<file path="src/rtl/uart_tx_arbiter.sv">
// Packet-level round-robin arbiter that shares one UART transmitter among NUM_REQ byte-stream sources.
// Optional: define UART_ARB_SRC_TAG_EN to send a TAG_BASE|index byte before every packet.
module uart_tx_arbiter #(
    parameter int         NUM_REQ  = 4,
    parameter logic [7:0] TAG_BASE = 8'hA0
) (
    input  logic                 clk,
    input  logic                 rst,
    input  logic [NUM_REQ-1:0]   req_valid,
    input  logic [8*NUM_REQ-1:0] req_data,
    input  logic [NUM_REQ-1:0]   req_last,
    output logic [NUM_REQ-1:0]   req_ready,
    output logic [7:0]           uart_data,
    output logic                 uart_start,
    input  logic                 uart_busy,
    output logic [NUM_REQ-1:0]   grant,
    output logic                 active
);

    localparam int IDX_W = $clog2(NUM_REQ);

    if (NUM_REQ < 2 || NUM_REQ > 8) begin : g_bad_num_req
        $error("uart_tx_arbiter: NUM_REQ must be in 2..8");
    end
    // Overlapping low bits would make tags from different sources indistinguishable.
    if ((TAG_BASE & 8'((1 << IDX_W) - 1)) != 8'h00) begin : g_tag_overlap
        $warning("uart_tx_arbiter: TAG_BASE low bits overlap the requester index");
    end

`ifdef UART_ARB_SRC_TAG_EN
    typedef enum logic [2:0] {
        S_IDLE  = 3'd0,
        S_TAG   = 3'd1,
        S_FETCH = 3'd2,
        S_START = 3'd3,
        S_WAIT  = 3'd4
    } state_t;
`else
    typedef enum logic [2:0] {
        S_IDLE  = 3'd0,
        S_FETCH = 3'd2,
        S_START = 3'd3,
        S_WAIT  = 3'd4
    } state_t;
`endif

    state_t             state_reg, state_next;
    logic [NUM_REQ-1:0] grant_reg, grant_next;
    logic [IDX_W-1:0]   idx_reg, idx_next;
    logic [IDX_W-1:0]   ptr_reg, ptr_next;
    logic               last_reg, last_next;
    logic               blank_reg, blank_next;
    logic [7:0]         data_reg, data_next;
    logic               start_reg;

    logic [7:0]         lane_data [NUM_REQ];
    logic               fetch_open;
    logic               sel_valid;
    logic               handshake;
    logic               pick_found;
    logic [IDX_W-1:0]   pick_idx;
    logic [IDX_W-1:0]   cand;

    assign fetch_open = (state_reg == S_FETCH) && !uart_busy;
    assign sel_valid  = req_valid[idx_reg];
    assign handshake  = fetch_open && sel_valid;

    genvar gi;
    generate
        for (gi = 0; gi < NUM_REQ; gi++) begin : g_lane
            assign lane_data[gi] = req_data[8*gi +: 8];
            assign req_ready[gi] = fetch_open && (idx_reg == IDX_W'(gi)) && req_valid[gi];
        end
    endgenerate

    // Round-robin search starting just after the last served requester; the
    // descending loop leaves the nearest valid candidate as the final winner.
    always_comb begin
        pick_found = 1'b0;
        pick_idx   = '0;
        cand       = '0;
        for (int k = NUM_REQ; k >= 1; k--) begin
            cand = IDX_W'((int'(ptr_reg) + k) % NUM_REQ);
            if (req_valid[cand]) begin
                pick_found = 1'b1;
                pick_idx   = cand;
            end
        end
    end

    always_comb begin
        state_next = state_reg;
        grant_next = grant_reg;
        idx_next   = idx_reg;
        ptr_next   = ptr_reg;
        last_next  = last_reg;
        blank_next = blank_reg;
        data_next  = data_reg;
        case (state_reg)
            S_IDLE: begin
                if (pick_found) begin
                    grant_next           = '0;
                    grant_next[pick_idx] = 1'b1;
                    idx_next             = pick_idx;
`ifdef UART_ARB_SRC_TAG_EN
                    state_next           = S_TAG;
`else
                    state_next           = S_FETCH;
`endif
                end
            end
`ifdef UART_ARB_SRC_TAG_EN
            S_TAG: begin
                if (!uart_busy) begin
                    data_next  = TAG_BASE | 8'(idx_reg);
                    last_next  = 1'b0;
                    state_next = S_START;
                end
            end
`endif
            S_FETCH: begin
                if (handshake) begin
                    data_next  = lane_data[idx_reg];
                    last_next  = req_last[idx_reg];
                    state_next = S_START;
                end
            end
            S_START: begin
                blank_next = 1'b1;
                state_next = S_WAIT;
            end
            S_WAIT: begin
                // The core may not raise busy until a cycle after start, so the
                // first WAIT cycle never trusts a low busy.
                if (blank_reg) begin
                    blank_next = 1'b0;
                end else if (!uart_busy) begin
                    if (last_reg) begin
                        ptr_next   = idx_reg;
                        grant_next = '0;
                        state_next = S_IDLE;
                    end else begin
                        state_next = S_FETCH;
                    end
                end
            end
            default: begin
                grant_next = '0;
                state_next = S_IDLE;
            end
        endcase
    end

    always_ff @(posedge clk) begin
        if (rst) begin
            state_reg <= S_IDLE;
            grant_reg <= '0;
            idx_reg   <= '0;
            ptr_reg   <= IDX_W'(NUM_REQ - 1);
            last_reg  <= 1'b0;
            blank_reg <= 1'b0;
            data_reg  <= 8'h00;
            start_reg <= 1'b0;
        end else begin
            state_reg <= state_next;
            grant_reg <= grant_next;
            idx_reg   <= idx_next;
            ptr_reg   <= ptr_next;
            last_reg  <= last_next;
            blank_reg <= blank_next;
            data_reg  <= data_next;
            start_reg <= (state_next == S_START);
        end
    end

    assign grant      = grant_reg;
    assign active     = |grant_reg;
    assign uart_data  = data_reg;
    assign uart_start = start_reg;

endmodule

</file>
<file path="config.mk">
export PLATFORM = sky130hd
export DESIGN_NAME = uart_tx_arbiter
export DESIGN_NICKNAME = d
export VERILOG_FILES = /design/src/rtl/uart_tx_arbiter.sv
export SDC_FILE = /design/constraint.sdc
export NUM_CORES = 1
export LEC_CHECK = 0
export ABC_AREA = 1
export CORE_MARGIN = 2
export CORE_UTILIZATION = 25
export CTS_CLUSTER_DIAMETER = 100
export DETAILED_ROUTE_END_ITERATION = 10
export GPL_TIMING_DRIVEN = 0
export PLACE_DENSITY = 0.62
export RECOVER_POWER = 50
export SLEW_MARGIN = 15
export SYNTH_ARGS = -nofsm -noshare
export SYNTH_HDL_FRONTEND = slang
export SYNTH_SLANG_ARGS = --single-unit
</file>
<file path="constraint.sdc">
create_clock -name clk -period 1.2 [get_ports clk]
set_input_delay 0.24 -clock clk [delete_from_list [all_inputs] [get_ports clk]]
set_output_delay 0.24 -clock clk [all_outputs]
set_load 0.01 [all_outputs]
</file>
==> impl_results.md <==
- Status: complete, but fails checks
- Failing checks: setup timing
- Hpwl dp: 3185 um
- Routed Antenna Nets: 0
- Largest net degree at the start of global routing: 13
- Gr ovfl total: 0
- Register area: 450.4 um2
- Worst setup SP type: flop
- Initial Utilization: 25.44%
- Die width: 78.40 um
- Hold WC Path Type: flop to flop
- Final period util: 123.6%
- Synthesized area per cell: 6.527 um2
- DRC viols: 0
- H-tree depth: 1
- Leak Pwr: 1.137 nW
- P&R area growth vs syn: 75.59%
- Kind of critical path: flop to output pin
- Routability Congestion: 0.8608
- CTS sink cnt: 22
- Multi-input combinational cell area: 983.4 um2
- Power Total: 0.002166 W
- Commonest cells post-synth: nand2_1, dfxtp_1, inv_1, nand3_1, nor2_1
- Root Driver: clkbuf_8
- VDD IR-drop max: 476.7 uV
- Max-slew violations: 0
- CTS Buf Count: 3
- PnR worst setup slack: -282.8 ps
- Clock buffer depth: 2
- Crit-path cells: or4_1 > buf_2
- Initial DRT Pass Iterations: 4
- Sequential power share: 37.4%
- Final hold vios: 0
- Synthesized instance count: 212
- Skew-Pair Late Insertion Delay: 260 ps
- Diodes inserted: 0
- Slowest stage delay, CP: 500 ps
- Hold path endpoint: last_reg
- WP data arrival: 1240 ps
- Int Power: 0.001442 W
- Seq/Total Area, Yosys: 31.83%
- CP max-delay cell: or4_1
- Setup violations, final: 21
- CP bufs+invs: 1
- Final wirelength: 4410 um
- Finished Cell Area: 0.002430 mm2
- CP Data Required Time: 960 ps
- Syn_nets: 255
- Main synth FF type: dfxtp_1
- Row count: 27
- Slew @ Worst Pin: 294.9 ps
- Reg-to-Reg End: grant[1]
- RSZ-0062 raised after global routing: yes
- Layout Nets: 333
- CTS tree: built
- DR vias: 1,627
- Switching share of power: 33.44%
- Critical path's top delay family: simple AND/OR/NAND/NOR gates
- Final Skew: 6.028 ps
- Post-synth EDFFs: 0
- Global-route wire length before repair: 7010 um
- Final min period: 1483 ps
- Area after DPL: 0.002151 mm2
- Chip height: 78.40 um
- DR WL/cell: 12.22 um
- Combinational Power Share: 40.4%
- Pwr Density: 891.4 mW/mm2
- Port bufs: 60
- P_sw: 0.0007243 W
- Count leader, synth: nand2_1
- Setup slack, reg-to-reg: -230 ps
- Min-delay src: last_reg
- Initial antenna violation count: 0
- Slew HR: 80.34%
- Clock Power Share: 22.2%
- Synth area leader: dfxtp_1
- I/O Pins: 61
- Drt via density: 4.507
- Area share of the largest cell type after synthesis: 31.83%
- Max reg flops: 8
- Filler cells: 564
- Fmax: 0.6744 GHz
- Share of layout cells above drive strength 1: 32.18%
- Min-Delay Path Depth: 2
- Clock slew at reported path FFs: 80 ps
- Vias in the first global route: 1,514
- Top cells by area, synth: dfxtp_1, nand2_1, nand3_1, a21oi_1, inv_1
- Yosys warns: 0
- Post-synth ARST share: 0%
- Yosys cell types: 28
- R2r worst-path depth: 10
- Die area: 0.006147 mm2
- Crit end category: output pin
- Max-Cap Viols: 0
- Post-synthesis register bit count: 22
- Critical Path Fanout Max: 3
- Mapped cell area: 0.001384 mm2
- Worst r2r src: ptr_reg[0]
- Core footprint: 0.005439 mm2
- Initial drt markers: 69
- Total GRT Usage: 14.06%
power by group through the flow:
stage	clock [W]	combinational, W	sequential, W
after floorplan	0	0.000403	0.000836
after global placement	0	0.000723	0.000825
after detailed placement	0	0.000726	0.000827
after CTS	0.000488	0.000849	0.000808
after global routing	0.000525	0.000954	0.000816
final	0.000480	0.000876	0.000810
how the worst max path moves through the flow:
stage | startpoint | to | slack, ps | cells past startpoint
floorplan | ptr_reg[0] | grant[0] | -100 | 10
global placement | uart_busy | req_ready[1] | -710 | 5
detailed placement | uart_busy | req_ready[1] | -690 | 5
global route | state_reg[1] | req_ready[3] | -360 | 7
CTS | state_reg[1] | req_ready[3] | -340 | 7
finish | grant[2] | active | -280 | 2
tightest hold or removal path, cell delays in order (launching register included):
cell	delay, ps
dfxtp_1	310
inv_1	70
a21oi_1	60
area by class of cell:
class                      count  share of cell area [%]
timing repair buffer          73                   28.37
inverter                      25                   4.583
tap                           72                   3.708
buffer                         7                   2.472
multi-input combinational    158                   40.47
sequential                    22                   18.54
clock buffer                   4                   1.854
cell usage in the layout (no fill, tap or decap), drive strengths merged:
| cell type | synthesis | routed |
|---|---|---|
| a21oi | 18 | 18 |
| dlygate4sd2 | 0 | 17 |
| or4 | 1 | 1 |
| dfxtp | 22 | 22 |
| or2 | 1 | 1 |
| a21boi | 1 | 1 |
| clkbuf | 3 | 7 |
| inv | 25 | 25 |
| buf | 4 | 22 |
| o21ai | 14 | 14 |
| nand3b | 1 | 1 |
| o211ai | 1 | 1 |
| nor2 | 20 | 20 |
| nand3 | 21 | 21 |
| dlymetal6s2s | 0 | 1 |
| nand4 | 2 | 2 |
| clkdlybuf4s50 | 0 | 37 |
| nand2 | 70 | 70 |
| a221oi | 8 | 8 |
through the flow:
stage / setup slack (ps) / instances / TNS [ps] / hold slack (ps) / utilization [%]
2_1_floorplan: -97.09 / 212 / -1083 / 339.6 / -
3_3_place_gp: -711.0 / 344 / -11390 / 446.0 / 39.54
3_5_place_dp: -691.4 / 344 / -11240 / 456.5 / 39.54
4_1_cts: -344.8 / 359 / -3623 / 469.6 / 43.52
5_1_grt: -359.0 / 361 / -5345 / 487.8 / 44.67
6_report: -282.8 / 361 / -3518 / 470.0 / 44.67
kinds of logic after synthesis:
kind of cell	count (synthesis)	synth area share (%)
simple gates	116	38.88
compound gates	42	18.81
buf+inv	32	10.49
flops	22	31.83
metal layers:
layer  up-vias  wire [um]  GRT usage [%]
met3         2        169          2.644
met1       733       2127          19.62
met2        41       2096          22.67
met5         -          0              0
met4         0         16          2.807
li1        851          -              -
repair_timing:
action / 4_1_cts / 5_1_grt
hold buffers: 0 / 0
buffers inserted: 9 / 2
cloned: 2 / 0
setup endpoints to repair: 38 / 24
resized for setup: 79 / 16
pin swaps: 6 / 6
Note: power is estimated with default switching activity, not from simulation.
